<file path="src/rtl/echo_corr_pkg.sv">
// Shared widths, default template and types for the echo correlation detector.
package echo_corr_pkg;

    localparam int unsigned SAMPLE_W     = 12;
    localparam int unsigned CORR_W       = 18;
    localparam int unsigned IDX_W        = 20;
    localparam int unsigned X_W          = SAMPLE_W + 1;
    localparam int unsigned SUM_W        = CORR_W + 1;
    localparam int unsigned ADC_MID      = 2048;
    localparam int unsigned MAX_TAPS     = 32;
    localparam int unsigned FLUSH_CYCLES = 3;

    localparam logic [MAX_TAPS-1:0] DEFAULT_COEF = 32'h0000_F0F0;

    typedef enum logic [1:0] {
        ST_IDLE,
        ST_RUN,
        ST_FLUSH,
        ST_DONE
    } state_t;

    // Per-sample side information travelling alongside the data pipeline.
    typedef struct packed {
        logic             elig;
        logic [IDX_W-1:0] idx;
    } samp_tag_t;

    // Absolute value of the correlation sum, clipped to the output width.
    function automatic logic [CORR_W-1:0] sat_mag(input logic signed [SUM_W-1:0] s);
        logic [SUM_W-1:0] a;
        a = s[SUM_W-1] ? SUM_W'(-s) : SUM_W'(s);
        return a[SUM_W-1] ? {CORR_W{1'b1}} : a[CORR_W-1:0];
    endfunction

endpackage

</file>
<file path="src/rtl/echo_corr_mac.sv">
// Sliding sample window and registered +/-1 template correlator.
// Stage 1 registers the centred sample into the window, stage 2 registers the sum.
module echo_corr_mac
    import echo_corr_pkg::*;
#(
    parameter int unsigned          TAPS = 16,
    parameter logic [MAX_TAPS-1:0]  COEF = DEFAULT_COEF
) (
    input  logic                     clk_50M,
    input  logic                     rst_n,
    input  logic                     clr,
    input  logic                     in_valid,
    input  logic [SAMPLE_W-1:0]      sample,
    input  samp_tag_t                in_tag,
    output logic                     sum_valid,
    output logic signed [SUM_W-1:0]  sum,
    output samp_tag_t                sum_tag
);

    logic [TAPS-1:0][X_W-1:0] win;
    logic                     win_valid;
    samp_tag_t                win_tag;
    logic [X_W-1:0]           x_c;
    logic signed [SUM_W-1:0]  acc_c;

    // Offset-binary to two's complement; wraps correctly in X_W bits.
    assign x_c = {1'b0, sample} - X_W'(ADC_MID);

    // Stage 1: slot 0 holds the newest sample.
    always_ff @(posedge clk_50M or posedge rst_n) begin
        if (rst_n) begin
            win       <= '0;
            win_valid <= 1'b0;
            win_tag   <= '0;
        end else if (clr) begin
            win       <= '0;
            win_valid <= 1'b0;
            win_tag   <= '0;
        end else begin
            win_valid <= in_valid;
            win_tag   <= in_tag;
            if (in_valid) begin
                win <= {win[TAPS-2:0], x_c};
            end
        end
    end

    always_comb begin
        acc_c = '0;
        for (int unsigned i = 0; i < TAPS; i++) begin
            if (COEF[i]) begin
                acc_c = acc_c + SUM_W'($signed(win[i]));
            end else begin
                acc_c = acc_c - SUM_W'($signed(win[i]));
            end
        end
    end

    // Stage 2: registered correlation sum.
    always_ff @(posedge clk_50M or posedge rst_n) begin
        if (rst_n) begin
            sum_valid <= 1'b0;
            sum       <= '0;
            sum_tag   <= '0;
        end else if (clr) begin
            sum_valid <= 1'b0;
            sum       <= '0;
            sum_tag   <= '0;
        end else begin
            sum_valid <= win_valid;
            sum       <= acc_c;
            sum_tag   <= win_tag;
        end
    end

endmodule

</file>
<file path="src/rtl/echo_correlation.sv">
// Matched-filter echo detector: drains the ADC FIFO, correlates and tracks the peak.
// Optional ECHO_BLANKING_EN makes the first BLANK_SAMPLES samples ineligible for detection.
module echo_correlation
    import echo_corr_pkg::*;
#(
    parameter int unsigned          TAPS          = 16,
    parameter logic [MAX_TAPS-1:0]  COEF          = DEFAULT_COEF,
    parameter int unsigned          MAX_SAMPLES   = 10000,
    parameter int unsigned          EMPTY_TIMEOUT = 64
`ifdef ECHO_BLANKING_EN
    ,
    parameter int unsigned          BLANK_SAMPLES = 64
`endif
) (
    input  logic                 clk_50M,
    input  logic                 rst_n,
    input  logic                 sys_start_pulse,
    input  logic [SAMPLE_W-1:0]  fifo_q,
    input  logic                 fifo_empty,
    output logic                 fifo_rdreq,
    input  logic [CORR_W-1:0]    corr_threshold,
    output logic [IDX_W-1:0]     echo_tof,
    output logic [CORR_W-1:0]    echo_peak,
    output logic                 hit_flag,
    output logic                 processing_done
);

    localparam int unsigned ET_W     = $clog2(EMPTY_TIMEOUT + 1);
    localparam int unsigned FL_W     = 2;
    localparam int unsigned WARM_IDX = TAPS - 1;
`ifdef ECHO_BLANKING_EN
    localparam int unsigned ELIG_IDX = (BLANK_SAMPLES > WARM_IDX) ? BLANK_SAMPLES : WARM_IDX;
`else
    localparam int unsigned ELIG_IDX = WARM_IDX;
`endif

    state_t                  state;
    state_t                  state_nxt;
    logic [IDX_W-1:0]        rd_cnt;
    logic [ET_W-1:0]         empty_cnt;
    logic [FL_W-1:0]         flush_cnt;
    logic                    last_read_c;
    logic                    timeout_c;
    samp_tag_t               rd_tag_c;
    logic                    rd_d1;
    samp_tag_t               tag_d1;
    logic                    sum_valid;
    logic signed [SUM_W-1:0] sum;
    samp_tag_t               sum_tag;
    logic [CORR_W-1:0]       mag_c;

    always_ff @(posedge clk_50M or posedge rst_n) begin
        if (rst_n) begin
            state <= ST_IDLE;
        end else begin
            state <= state_nxt;
        end
    end

    always_comb begin
        state_nxt = state;
        if (sys_start_pulse) begin
            state_nxt = ST_RUN;
        end else begin
            case (state)
                ST_IDLE:  state_nxt = ST_IDLE;
                ST_RUN:   if (last_read_c || timeout_c) state_nxt = ST_FLUSH;
                ST_FLUSH: if (flush_cnt == FL_W'(FLUSH_CYCLES - 1)) state_nxt = ST_DONE;
                ST_DONE:  state_nxt = ST_DONE;
                default:  state_nxt = ST_IDLE;
            endcase
        end
    end

    // Reads follow the FIFO flag directly so a non-empty FIFO drains at one sample per clock.
    always_comb begin
        fifo_rdreq  = 1'b0;
        last_read_c = 1'b0;
        timeout_c   = 1'b0;
        if (state == ST_RUN) begin
            fifo_rdreq  = !fifo_empty;
            last_read_c = !fifo_empty && (rd_cnt == IDX_W'(MAX_SAMPLES - 1));
            timeout_c   = fifo_empty && (empty_cnt == ET_W'(EMPTY_TIMEOUT - 1));
        end
    end

    always_ff @(posedge clk_50M or posedge rst_n) begin
        if (rst_n) begin
            rd_cnt    <= '0;
            empty_cnt <= '0;
            flush_cnt <= '0;
        end else if (sys_start_pulse) begin
            rd_cnt    <= '0;
            empty_cnt <= '0;
            flush_cnt <= '0;
        end else begin
            if (fifo_rdreq) begin
                rd_cnt <= rd_cnt + 1'b1;
            end
            if ((state == ST_RUN) && fifo_empty) begin
                empty_cnt <= empty_cnt + 1'b1;
            end else begin
                empty_cnt <= '0;
            end
            flush_cnt <= (state == ST_FLUSH) ? flush_cnt + 1'b1 : '0;
        end
    end

    assign rd_tag_c.elig = (rd_cnt >= IDX_W'(ELIG_IDX));
    assign rd_tag_c.idx  = rd_cnt;

    // Read strobe and index aligned with the FIFO data arriving one cycle later.
    always_ff @(posedge clk_50M or posedge rst_n) begin
        if (rst_n) begin
            rd_d1  <= 1'b0;
            tag_d1 <= '0;
        end else if (sys_start_pulse) begin
            rd_d1  <= 1'b0;
            tag_d1 <= '0;
        end else begin
            rd_d1  <= fifo_rdreq;
            tag_d1 <= rd_tag_c;
        end
    end

    echo_corr_mac #(
        .TAPS (TAPS),
        .COEF (COEF)
    ) u_mac (
        .clk_50M   (clk_50M),
        .rst_n     (rst_n),
        .clr       (sys_start_pulse),
        .in_valid  (rd_d1),
        .sample    (fifo_q),
        .in_tag    (tag_d1),
        .sum_valid (sum_valid),
        .sum       (sum),
        .sum_tag   (sum_tag)
    );

    assign mag_c = sat_mag(sum);

    // Stage 3: peak tracker; strict '>' keeps the earliest index on ties.
    always_ff @(posedge clk_50M or posedge rst_n) begin
        if (rst_n) begin
            echo_tof        <= '0;
            echo_peak       <= '0;
            hit_flag        <= 1'b0;
            processing_done <= 1'b0;
        end else if (sys_start_pulse) begin
            echo_tof        <= '0;
            echo_peak       <= '0;
            hit_flag        <= 1'b0;
            processing_done <= 1'b0;
        end else begin
            processing_done <= (state_nxt == ST_DONE);
            if (sum_valid && sum_tag.elig && (mag_c >= corr_threshold)) begin
                hit_flag <= 1'b1;
                if (mag_c > echo_peak) begin
                    echo_peak <= mag_c;
                    echo_tof  <= sum_tag.idx;
                end
            end
        end
    end

endmodule

</file>
<file path="config.mk">
export PLATFORM = sky130hd
export DESIGN_NAME = echo_correlation
export DESIGN_NICKNAME = d
export VERILOG_FILES = /design/src/rtl/echo_corr_pkg.sv /design/src/rtl/echo_corr_mac.sv /design/src/rtl/echo_correlation.sv
export SDC_FILE = /design/constraint.sdc
export NUM_CORES = 1
export LEC_CHECK = 0
export CORE_UTILIZATION = 60
export DETAILED_ROUTE_END_ITERATION = 10
export PLACE_DENSITY = 0.78
export SLEW_MARGIN = 20
export SYNTH_ARGS = -nofsm -noshare
export SYNTH_HDL_FRONTEND = slang
export SYNTH_SLANG_ARGS = --single-unit
</file>
<file path="constraint.sdc">
create_clock -name clk_50M -period 14.9 [get_ports clk_50M]
set_input_delay 2.98 -clock clk_50M [delete_from_list [all_inputs] [get_ports clk_50M]]
set_output_delay 2.98 -clock clk_50M [all_outputs]
set_load 0.02 [all_outputs]
</file>
==> results list <==
- Antenna diodes: 0
* Number of placed instances with taps included: 2467
- Post-route fraction of the period consumed by the critical path: 52.48%
* Internal Pwr Total: 0.002183 W
- Critical path data arrival time: 8.24 ns
* Crit path max fanout: 7
* I/O pin total: 75
* Mean area per synthesized cell: 10.69 sq um
- Setup violations remaining at the end of the flow were counted as 0.
- At the pin with the least slew margin, the transition time is 1.080 ns.
* Global-route wire length before repair: 68.70 mm
* Switching power of the nets: 0.001320 W
- Reported leakage power: 11.16 nW
* Maximum number of pins on one net before global-route repair: 201
* Share of power burned in the clock network: 27.4%
- GRT overflow: 0
- The worst-case IR drop observed on VDD is 0.1232 mV.
* Clock transition at the registers of the reported paths: 0.06 ns
- The worst path needs 7.819 ns of the cycle, external delays included.
* Initial antenna violation count: 0
- Total clock sinks: 348
* RSZ-0062 raised after global routing: no
- Kind of end point of the critical path: flop
* Combinational power share: 43.6%
- Of the total power, the share spent switching nets is 37.67%.
- Post-route design area: 23820 sq um
- Compared with the post-synthesis result, the final layout area differs by 11.01%.
- The pre-antenna-repair detailed-routing pass consisted of 5 iterations.
- TritonCTS clock tree: yes
* Total Routing Usage GR: 23.35%
* Sequential share of the synthesized area: 40.59%
- For this run, the slowest stage of the critical path takes 0.54 ns.
* Number of clock buffers inserted by TritonCTS: 39
- The top cell types in the final layout, fill and taps aside, are sky130_fd_sc_hd__inv_1 (353), sky130_fd_sc_hd__dfrtp_1 (347), sky130_fd_sc_hd__nor2_1 (264).
- Maximum achievable frequency: 127.9 MHz
* Final Hold Viols: 0
- Across the run, the number of max-cap violations was 0.
- In this run, synthesis produced a sequential element count of 348.
- Cells with a size suffix above 1 make up 5.041% of the layout.
- Synthesis produced a netlist whose cell count is 2007.
* Clock skew after layout: 0.02628 ns
* Final routed wirelength across all metal layers: 39.98 mm
- Count of unresolved DRC violations after routing: 0
- The via count of the first global-routing pass was 14.12k.
* Cell with the largest stage delay on the worst path: sky130_fd_sc_hd__fa_1
- Number of H-tree levels: 2
- The die covers 36520 sq um.
- The clock passes through at most 3 buffers.
- Placed Area: 22520 sq um
- Final count of pins violating max slew: 0
- The worst hold path belongs to the class flop to flop.
- Counting every net in the synthesized netlist gives 2312.
* Final antenna-violating net count: 0
* Sequential group share of total power: 29.0%
- Distinct cell type count of the synthesized netlist: 63
- Starting utilization of the core area: 61.50%
* Flip-flop cell with the highest count after synthesis: sky130_fd_sc_hd__dfrtp_1
- Buffers placed on the I/O ports in this run total 74.
- At the end of routability-driven placement, the weighted congestion stood at 0.9130.
* CTS Hold Bufs: 0
* Post-CTS Resized: 0
* Worst hold slack across all endpoints: 0.4229 ns
- Across all register-to-register paths, the minimum setup slack is 7.08 ns.
- Counting flops with a built-in enable in the synthesized netlist gives 0.
- Buffers added to address setup during post-CTS repair amount to 0.
- After the flow finishes, the layout carries non-filler instances totaling 2538.
- In this design, the critical path's most frequently occurring cell is sky130_fd_sc_hd__fa_1.
- Height of the die: 191.1 um
- The floorplan step defined a core boundary enclosing 34880 sq um.
- Commonest non-fill, non-tap cell in the layout: sky130_fd_sc_hd__inv_1
- Fin nets: 2358
- Place WS: 7.118 ns
- The die is 191.1 um wide.
- After synthesis the cells add up to 21450 sq um.
* Average vias per placed instance: 5.290
- For the worst setup path, the data required time is 15.32 ns.
- Async SR Flop Fraction: 100.0%
- Outcome: finished, final reports clean
* Drt initial violations: 695
- Detailed placement HPWL: 28.17 mm
- Yosys warnings: 0
- Across all setup checks in the final design, the least slack found is 7.081 ns.
- The setup path with the least slack is of type flop to flop.
- Power per cell area: 147.1 nW/um^2
- Clock tree synthesis selected as its root buffer the cell sky130_fd_sc_hd__clkbuf_16.
- Insertion delay to the later sink of the worst-skew pair: 0.56 ns
- Via count: 13.43k
- Wire per inst: 15.75 um
- Final total negative setup slack: 0 ns
* Startpoint types: flop
- Measured against its own limit, the worst slew margin works out to 28.03%.
- Number of rows in the core area: 68
## metrics by stage
step	util [%]	power [W]
2_1_floorplan	-	0.002222
3_3_place_gp	64.56	0.002528
3_5_place_dp	64.56	0.002558
4_1_cts	68.25	0.003535
5_1_grt	68.27	0.003784
6_report	68.27	0.003503
## synth_stat cells (22+ instances only)
library cell               instances  area (sq um)
sky130_fd_sc_hd__inv_1           354          1329
sky130_fd_sc_hd__dfrtp_1         348          8708
sky130_fd_sc_hd__nor2_1          264         991.0
sky130_fd_sc_hd__mux2i_1         215          2152
sky130_fd_sc_hd__fa_1            184          3684
sky130_fd_sc_hd__ha_1             87          1089
sky130_fd_sc_hd__nor2b_1          75         469.2
sky130_fd_sc_hd__clkbuf_1         54         202.7
sky130_fd_sc_hd__a21oi_1          53         265.3
sky130_fd_sc_hd__nand2b_1         50         312.8
sky130_fd_sc_hd__nand2_1          45         168.9
sky130_fd_sc_hd__xor2_1           34         297.8
sky130_fd_sc_hd__o21ai_0          22         110.1
## routing by layer
layer  wire length [um]  share of wire [%]  track usage [%]  up-vias
met5                  0                  0                0        -
met4                722                1.8            5.830        0
met3               1141                2.9            2.864       55
met2              20620                 52            40.90      183
met1              17500                 44            30.90     6758
li1                   -                  -                -     6429
## worst paths after layout
kind	end	startpoint	cells past startpoint
max in group asynchronous	rd_d1	rst_n	3
min in group asynchronous	u_mac.win[180]	rst_n	2
min reg2reg	flush_cnt[0]	flush_cnt[0]	1
max	u_mac.sum[15]	u_mac.win[1]	28
min	flush_cnt[0]	flush_cnt[0]	1
max reg2reg	u_mac.sum[15]	u_mac.win[1]	28
## final cells by class
cell class / instances / area (sq um)
inverters: 354 / 1336
multi-input cells: 1226 / 11080
well taps: 455 / 569.3
clock inverters: 15 / 167.7
clock buffers: 56 / 1120
fillers: 2558 / 11070
repair buffers: 84 / 828.3
flip-flops and latches: 348 / 8712
## state kept, by name (all words and copies together) (netlist names)
name             count
rd_d1                1
echo_tof            20
u_mac.sum           19
flush_cnt            2
u_mac.sum_tag       21
u_mac.sum_valid      1
u_mac.win_tag       21
processing_done      1
hit_flag             1
rd_cnt              20
state                2
u_mac.win_valid      1
echo_peak           18
empty_cnt            7
u_mac.win          192
tag_d1              21
## logic make-up (layout without fill, tap and decap cells)
group | Yosys count | after routing | share of synthesized area, %
xor gates and xnor gates | 54 | 54 | 2.205
buffers and inverters | 433 | 509 | 7.809
muxes | 232 | 232 | 10.94
AOI/OAI and AO/OA | 147 | 147 | 4.514
and+or+nand+nor | 522 | 522 | 11.69
DFF | 348 | 348 | 40.59
adders and majority gates | 271 | 271 | 22.24
## critical path: cells and delay by family, from the launching register on
| kind | cells | cell delay (ns) |
|---|---|---|
| adder cells (fa/ha/maj) | 10 | 4.31 |
| AO/OA/AOI/OAI | 8 | 1.68 |
| AND/OR/NAND/NOR | 2 | 0.52 |
| flip-flops | 1 | 0.40 |
| multiplexers | 1 | 0.35 |
| buffers and inverters | 6 | 0.29 |
| XOR/XNOR | 1 | 0.11 |
## power by group through the flow
stage | clock network [W] | logic [W] | registers, W
final | 0.000960 | 0.00153 | 0.00101
after global placement | 0 | 0.00150 | 0.00103
after global routing | 0.00102 | 0.00175 | 0.00102
after floorplan | 0 | 0.00121 | 0.00101
after CTS | 0.000982 | 0.00154 | 0.00101
after detailed placement | 0 | 0.00153 | 0.00103
Power figures use the tool's default switching activity.
